===== src/rtl/imem_boot_loader.sv =====
// Byte-stream boot loader: receives a framed program image (length, payload, XOR checksum)
// and writes little-endian 32-bit words into instruction memory, holding the core until verified.
module imem_boot_loader #(
    parameter int DEPTH   = 80,
    parameter int CNT_W   = 16,
    parameter int TIMEOUT = 0
) (
    input  logic             clk,
    input  logic             rst,
    input  logic             start,
    input  logic [7:0]       rx_data,
    input  logic             rx_valid,
    output logic             rx_ready,
    output logic             imem_we,
    output logic [31:0]      imem_addr,
    output logic [31:0]      imem_wdata,
    output logic             cpu_hold,
    output logic             done,
    output logic             error,
    output logic [CNT_W-1:0] words_loaded
);

    typedef enum logic [2:0] {
        S_IDLE, S_LEN_LO, S_LEN_HI, S_DATA, S_CHECK, S_DONE, S_ERROR
    } state_t;

    localparam int              TO_W    = (TIMEOUT > 0) ? $clog2(TIMEOUT + 1) : 1;
    localparam logic [TO_W-1:0] TO_MAX  = TO_W'(TIMEOUT);
    localparam logic [15:0]     DEPTH16 = 16'(DEPTH);

    state_t           state, nxt;
    logic [7:0]       len_lo;
    logic [CNT_W-1:0] len;
    logic [1:0]       bidx;
    logic [23:0]      asm_q;
    logic [7:0]       chk;
    logic [TO_W-1:0]  tmo;

    logic        acc, recv, idle_like, tmo_hit, last_word;
    logic [15:0] nlen;

    assign acc       = rx_valid & rx_ready;
    assign recv      = state inside {S_LEN_LO, S_LEN_HI, S_DATA, S_CHECK};
    assign idle_like = state inside {S_IDLE, S_DONE, S_ERROR};
    assign nlen      = {rx_data, len_lo};
    assign last_word = (words_loaded == len - CNT_W'(1));
    // Idle cycles are counted only while a byte is expected; any accepted byte restarts the count.
    assign tmo_hit   = (TIMEOUT > 0) && recv && !acc && (tmo + TO_W'(1) == TO_MAX);

    always_ff @(posedge clk) begin
        if (rst) state <= S_IDLE;
        else     state <= nxt;
    end

    always_comb begin
        nxt = state;
        case (state)
            S_IDLE, S_DONE, S_ERROR: if (start) nxt = S_LEN_LO;
            S_LEN_LO: if (acc) nxt = S_LEN_HI;
            S_LEN_HI: if (acc) nxt = (nlen == 16'd0 || nlen > DEPTH16) ? S_ERROR : S_DATA;
            S_DATA:   if (acc && bidx == 2'd3 && last_word) nxt = S_CHECK;
            S_CHECK:  if (acc) nxt = (rx_data == chk) ? S_DONE : S_ERROR;
            default:  nxt = S_IDLE;
        endcase
        if (tmo_hit) nxt = S_ERROR;
    end

    // Status outputs are registered from the next state so they line up with the state register.
    always_ff @(posedge clk) begin
        if (rst) begin
            rx_ready     <= 1'b0;
            imem_we      <= 1'b0;
            imem_addr    <= '0;
            imem_wdata   <= '0;
            cpu_hold     <= 1'b1;
            done         <= 1'b0;
            error        <= 1'b0;
            words_loaded <= '0;
            len_lo       <= '0;
            len          <= '0;
            bidx         <= '0;
            asm_q        <= '0;
            chk          <= '0;
            tmo          <= '0;
        end else begin
            rx_ready <= nxt inside {S_LEN_LO, S_LEN_HI, S_DATA, S_CHECK};
            done     <= (nxt == S_DONE);
            error    <= (nxt == S_ERROR);
            cpu_hold <= (nxt != S_DONE);
            imem_we  <= 1'b0;

            if (acc)       tmo <= '0;
            else if (recv) tmo <= tmo + TO_W'(1);

            if (start && idle_like) begin
                words_loaded <= '0;
                chk          <= '0;
                bidx         <= '0;
                tmo          <= '0;
            end

            if (acc) begin
                case (state)
                    S_LEN_LO: len_lo <= rx_data;
                    S_LEN_HI: begin
                        len  <= CNT_W'(nlen);
                        bidx <= '0;
                    end
                    S_DATA: begin
                        chk   <= chk ^ rx_data;
                        bidx  <= bidx + 2'd1;
                        asm_q <= {rx_data, asm_q[23:8]};
                        // Write issues in the cycle after the 4th byte while reception continues.
                        if (bidx == 2'd3) begin
                            imem_we      <= 1'b1;
                            imem_addr    <= 32'({words_loaded, 2'b00});
                            imem_wdata   <= {rx_data, asm_q};
                            words_loaded <= words_loaded + CNT_W'(1);
                        end
                    end
                    default: ;
                endcase
            end
        end
    end

endmodule


===== config.mk =====
export PLATFORM = sky130hd
export DESIGN_NAME = imem_boot_loader
export DESIGN_NICKNAME = d
export VERILOG_FILES = /design/src/rtl/imem_boot_loader.sv
export SDC_FILE = /design/constraint.sdc
export NUM_CORES = 1
export LEC_CHECK = 0
export BUFFER_PORTS_ARGS = -buffer_cell sky130_fd_sc_hd__buf_4
export CORE_ASPECT_RATIO = 1.5
export CORE_MARGIN = 2
export CORE_UTILIZATION = 47
export CTS_CLUSTER_SIZE = 12
export DETAILED_ROUTE_END_ITERATION = 10
export GPL_TIMING_DRIVEN = 0
export HOLD_SLACK_MARGIN = 0.06
export PLACE_DENSITY_LB_ADDON = 0.15
export SLEW_MARGIN = 15
export SYNTH_ARGS = -nofsm -noshare
export SYNTH_HDL_FRONTEND = slang
export SYNTH_SLANG_ARGS = --single-unit

===== constraint.sdc =====
create_clock -name clk -period 2.8 [get_ports clk]
set_input_delay 0.42 -clock clk [delete_from_list [all_inputs] [get_ports clk]]
set_output_delay 0.42 -clock clk [all_outputs]
set_load 0.005 [all_outputs]

# [After elaboration in Yosys (flattened, before gate mapping)]
# Cells that the tools add are included.
# W data, S select, Z words.
[word_totals] register_bits=130 out_inout_bits=85 in_bits=12 word_cells=71
[op_classes] n_eq_ne=16 bitwise=4 addsub=3 n_lt_le_gt_ge=1 reduce_logical=14 n_mux=19
[op_table] cell="$mux W16" n=4
[op_table] cell="$mux W8" n=3
[op_table] cell="$eq A3 B3 Y1 const B" n=6
[op_table] cell="$mux W3" n=6
[op_table] cell="$add A16 B1 Y16 const B" n=1
[op_table] cell="$eq A16 B16 Y1" n=1
[op_table] cell="$gt A16 B7 Y1 const B" n=1
[op_table] cell="$logic_not A16 Y1" n=1
[op_table] cell="$sub A16 B1 Y16 const B" n=1
[op_table] cell="$pmux W3 S5" n=1
[op_table] cell="$eq A3 B2 Y1 const B" n=4
[op_table] cell="$eq A8 B8 Y1" n=1
[op_table] cell="$xor A8 B8 Y8" n=1
[op_table] cell="$eq A3 B1 Y1 const B" n=2
[op_table] cell="$mux W2" n=3
[op_table] cell="$reduce_and A2 Y1" n=3
[op_table] cell="$reduce_or A3 Y1" n=2
[op_table] cell="$pmux W2 S2" n=1
[op_table] cell="$reduce_bool A4 Y1" n=1
[op_table] cell="$logic_and A1 B1 Y1" n=3
[op_table] cell="$logic_not A3 Y1" n=1
[op_table] cell="$ne A3 B3 Y1 const B" n=1
[op_table] cell="$reduce_and A3 Y1" n=1
[op_table] cell="$reduce_bool A3 Y1" n=1
[op_table] cell="6 further kinds" n=7

# [Logic depth before layout (Yosys ltp)]
[logic_depth] word_depth=7 depth_mapped=10 depth_no_buf=9

# [Worst setup path after synthesis]
# Ideal clock, no wire load.
[synth_timing] path_kind="flip-flop to flip-flop" from="reg len[0]" to="reg state[0]" period_less_slack_ns=2.577 path_stages_with_launch=10 t_arrival_ns=2.449 setup_time_ns=0.128 t_required_ns=2.672 path_slack_ns=0.223 path_buffers=0 cell_sequence="dfxtp_1 > inv_1 > ha_1 > or4b_4 > or4_4 > or4b_1 > o21ai_1 > o311ai_1 > o21ai_1 > o21ai_1"
[synth_via] elab_chain_cells=5
[synth_rtl] item="from (decl)" line="33" text="logic [CNT_W-1:0] len;"
[synth_rtl] item="from (signal assigned)" line="106" text="len <= CNT_W'(nlen);"
[synth_rtl] item="$sub A16 B1 Y16" line="46" text="assign last_word = (words_loaded == len - CNT_W'(1));"
[synth_rtl] item="$eq A16 B16 Y1" line="46"
[synth_rtl] item="$logic_and A1 B1 Y1" line="61" text="S_DATA: if (acc && bidx == 2'd3 && last_word) nxt = S_CHECK;"
[synth_rtl] item="$mux W3" line="61"
[synth_rtl] item="$pmux W3 S5" line="57" text="case (state)"
[synth_rtl] item="to (signal assigned)" line="52" text="else state <= nxt;"
[synth_rtl] item="to (decl)" line="31" text="state_t state, nxt;"
# No other way between the ends.
# A chain may end at the register's enable or synchronous reset.

# [Worst setup path in the final report]
[layout_timing] from="reg len[0]" to="reg state[1]"
# The elaborated chain is that of the path after synthesis.

==> out/qor_table.md <==
| Group | Result | Reported |
| --- | --- | --- |
| timing | Max-slew violations | 0 |
| detailed routing | DRC violation total after the first TritonRoute iteration | 317 |
| detailed routing | Routed WL per cell | 16.3 um |
| clock tree | Number of buffers added to fix hold violations after cts | 0 |
| setup path | Required time of the critical path | 3080 ps |
| clock tree | CTS clk-pin slew, worst paths | 60 ps |
| detailed routing | Post-Route WL | 16,300 um |
| grt | Via count of the first global-routing pass | 5,165 |
| detailed routing | Per-cell via count in the routed design | 5.39 |
| floorplanning | Boundary Pins | 97 |
| clock tree | Clock net sink count | 130 |
| grt | Total Routing Usage GR | 25.2% |
| setup path | Slack of the worst reg-to-reg path | 80 ps |
| placement | Place WS | -178 ps |
| cells and area | Seq. cell area | 2610 um^2 |
| cells and area | Non-Filler Instances | 1,003 |
| timing | Crit share post-route | 97.2% |
| setup path | Cell count of the worst reg-to-reg path | 9 |
| floorplanning | Initial standard-cell utilization of the core | 47.7% |
| detailed routing | Total number of vias | 5,407 |
| placement | Number of input and output port buffers inserted | 73 |
| detailed routing | DRC errors left | 0 |
| timing | Peak clock frequency supported by timing | 368 MHz |
| yosys | Count of yosys warnings during synthesis | 0 |
| cells and area | Fraction of the core area covered by cells at the end of the flow | 60.2% |
| grt | Final global-route overflow total | 0 |
| grt | Global-route wire length before repair | 25,600 um |
| setup path | Largest driver fanout on the critical path | 6 |
| floorplanning | Die area | 13,000 um^2 |
| placement | Post-detailed-placement half-perimeter wirelength | 11,900 um |
| grt | Antenna violations before repair | 0 |
| worst hold path | Classification of the worst-slack hold path | primary input to register |
| cells and area | Count of nets after finishing | 852 |
| yosys | List of most frequent post-synthesis cells | sky130_fd_sc_hd__nand2_1 (193), sky130_fd_sc_hd__dfxtp_1 (130), sky130_fd_sc_hd__a21oi_1 (113) |
| yosys | Synthesized area | 5670 um^2 |
| placement | Post-DP Area | 6470 um^2 |
| clock tree | Level count of the clock H-tree | 4 |
| clock tree | Number of buffers on the longest clock path | 2 |
| placement | Total instance count after detailed placement | 971 |
| yosys | Cell type with the highest aggregate area in the netlist | sky130_fd_sc_hd__dfxtp_1 |
| timing | Hold_ws | 308 ps |
| detailed routing | Post-route ant nets | 0 |
| timing | Final setup violation count | 0 |
| setup path | Arr. time, crit path | 3000 ps |
| yosys | Most instantiated library cell after synthesis | sky130_fd_sc_hd__nand2_1 |
| power | Maximum vdd drop | 0.483 mV |
| cells and area | Finished Cell Area | 7160 um^2 |
| floorplanning | Num rows | 49 |
| timing | Final Worst Setup Slack | 79.6 ps |
| yosys | Sequential-to-total area share from yosys stat | 45.9% |
| setup path | Origin of the critical flop-to-flop path | len[0] |
| timing | Time the final worst path needs with I/O delays and setup | 2720 ps |
| floorplanning | Floorplan Core Area | 11,900 um^2 |
| timing | Post-Route Skew | 7.36 ps |
| grt | Maximum number of pins on one net before global-route repair | 17 |
| detailed routing | Number of iterations in the first detailed-routing pass | 5 |
| yosys | Share of flip-flops with an asynchronous set or reset after synthesis | 0% |
| cells and area | Antenna diode count | 0 |
| floorplanning | Die Height | 139 um |
| yosys | Post-synth EDFFs | 0 |
| timing | Number of failing hold endpoints at the final stage | 0 |
| clock tree | Clk root buf | sky130_fd_sc_hd__clkbuf_16 |
| placement | Routability Congestion | 0.932 |
| power | Pwr Density | 616 nW/um^2 |
| setup path | Endpoint class of the critical path | register |
| floorplanning | Die span in x | 93.7 um |
| yosys | Post-synthesis area per instance | 7.77 um^2 |
| timing | Slew at the pin closest to its max-slew limit | 668 ps |
| clock tree | Num CTS Buffers | 17 |
| cells and area | Layout Area Growth over Synthesis | 26.2% |
| setup path | Worst reg2reg path endpoint | state[1] |
| yosys | Share of Yosys cell area claimed by the top area cell type | 45.9% |
| worst hold path | Endpoint with the worst hold slack | len[15] |
| clock tree | Source-to-sink clock delay at the later pin of the worst-skew pair | 420 ps |
| power | Leak pwr | 2.72 nW |
| yosys | Cell count after synthesis | 730 |
| outcome | Outcome | finished clean |
| cells and area | Area of combinational cells with multiple inputs | 2850 um^2 |
| yosys | Number of different library cells in the post-synthesis netlist | 52 |
| worst hold path | Worst hold stages | 3 |
| yosys | Top post-synthesis cells by area | sky130_fd_sc_hd__dfxtp_1 (46%), sky130_fd_sc_hd__nand2_1 (13%), sky130_fd_sc_hd__a21oi_1 (10%), sky130_fd_sc_hd__nor2_1 (3.2%), sky130_fd_sc_hd__clkbuf_1 (3.1%) |
| yosys | FF+latch count, synth | 130 |
| yosys | Prevailing post-synth register cell | sky130_fd_sc_hd__dfxtp_1 |
| timing | Worst rel slew slack | 55.5% |
| cells and area | Fraction of final layout cells sized beyond drive strength 1 | 17.4% |
| setup path | CP Launch Type | register |
| job | Maxcap violations | 0 |
| cells and area | Count of filler cells inserted in the layout | 1,126 |
| setup path | Setup CP Type | register to register |
| clock tree | Clock tree from TritonCTS | built |
| worst hold path | Source of the worst hold timing path | rx_data[7] |
==> metrics by stage <==
step | setup TNS, ps | power, W
after global routing | -6.47 | 0.00452
after CTS | 0 | 0.00441
final | 0 | 0.00441
after floorplan | 0 | 0.00202
after global placement | -235 | 0.00207
after detailed placement | -348 | 0.00208
==> state kept, by name, indices dropped and copies added (netlist names), 2 cells and up <==
register      flops
imem_wdata       32
asm_q            24
imem_addr        16
len              16
words_loaded     16
chk               8
len_lo            8
state             3
bidx              2
==> logic make-up after synthesis <==
logic type / after synthesis / synth area share [%]
AOI/OAI and AO/OA: 157 / 14.9
and+or+nand+nor: 324 / 25.5
muxes: 12 / 2.16
adders and majority gates: 3 / 0.662
other: 1 / 0.0661
buffers and inverters: 70 / 5.74
xor gates and xnor gates: 33 / 5.10
DFF: 130 / 45.9
==> final cells by class <==
cell class	count	area share, %
Clock inverter	15	2.89
Timing Repair Buffer	74	7.76
Sequential cell	130	36.4
Buffer	66	4.34
Multi-Input combinational cell	545	39.8
Tap cell	153	2.68
Inverter	3	0.157
Clock buffer	17	5.95
==> metal layers <==
| metal | track usage, % | wire length (um) | vias up |
|---|---|---|---|
| li1 | - | - | 2650 |
| met1 | 27.9 | 6460 | 2574 |
| met2 | 44.6 | 8640 | 142 |
| met3 | 5.71 | 626 | 41 |
| met4 | 12.0 | 579 | 0 |
| met5 | 0 | 0 | - |
==> critical path, cell delays in order, from the launching register on <==
cell                       delay (ps)
sky130_fd_sc_hd__dfxtp_2          360
sky130_fd_sc_hd__inv_2             80
sky130_fd_sc_hd__ha_4             150
sky130_fd_sc_hd__or4b_4           490
sky130_fd_sc_hd__or4_4            440
sky130_fd_sc_hd__or4b_4           540
sky130_fd_sc_hd__o21ai_4           90
sky130_fd_sc_hd__o311ai_4         140
sky130_fd_sc_hd__o21ai_2          200
sky130_fd_sc_hd__o21ai_1          100
==> repair_timing <==
action | CTS | global route
cloned | 0 | 0
setup buffers | 0 | 1
setup endpoints to repair | 3 | 54
gates resized for setup | 6 | 6
pin swaps | 1 | 2
==> cell usage in the layout, fill, tap and decap left out, drive strengths merged, types with 5 or more instances in the layout <==
| cell | count |
|---|---|
| nand2 | 193 |
| dfxtp | 130 |
| a21oi | 113 |
| buf | 94 |
| clkbuf | 63 |
| nor2 | 48 |
| o21ai | 22 |
| xor2 | 17 |
| xnor2 | 16 |
| conb | 16 |
| nand3 | 11 |
| nand4 | 11 |
| mux2i | 10 |
| or2 | 9 |
| nor3 | 8 |
| and3 | 7 |
| clkinv | 7 |
| or4 | 6 |
| nor4 | 5 |
| a31oi | 5 |
| or3 | 5 |
| inv | 5 |
==> report_power, final <==
part	switching (W)	internal, W	leakage [nW]
Sequential	0.00000628	0.00186	1.05
Combinational	0.000117	0.0000590	1.36
Clock	0.000871	0.00150	0.304
Total	0.000994	0.00341	2.72
==> worst max path at each step <==
stage	endpoint	slack, ps	startpoint	cells past startpoint
after floorplan	state[0]	220	len[0]	9
after global placement	state[1]	-120	len[0]	9
after detailed placement	state[1]	-180	len[0]	9
after CTS	state[1]	2	len[0]	9
after global routing	state[1]	-6	len[0]	9
final	state[1]	80	len[0]	9
Note: power is estimated with default switching activity, not from simulation.
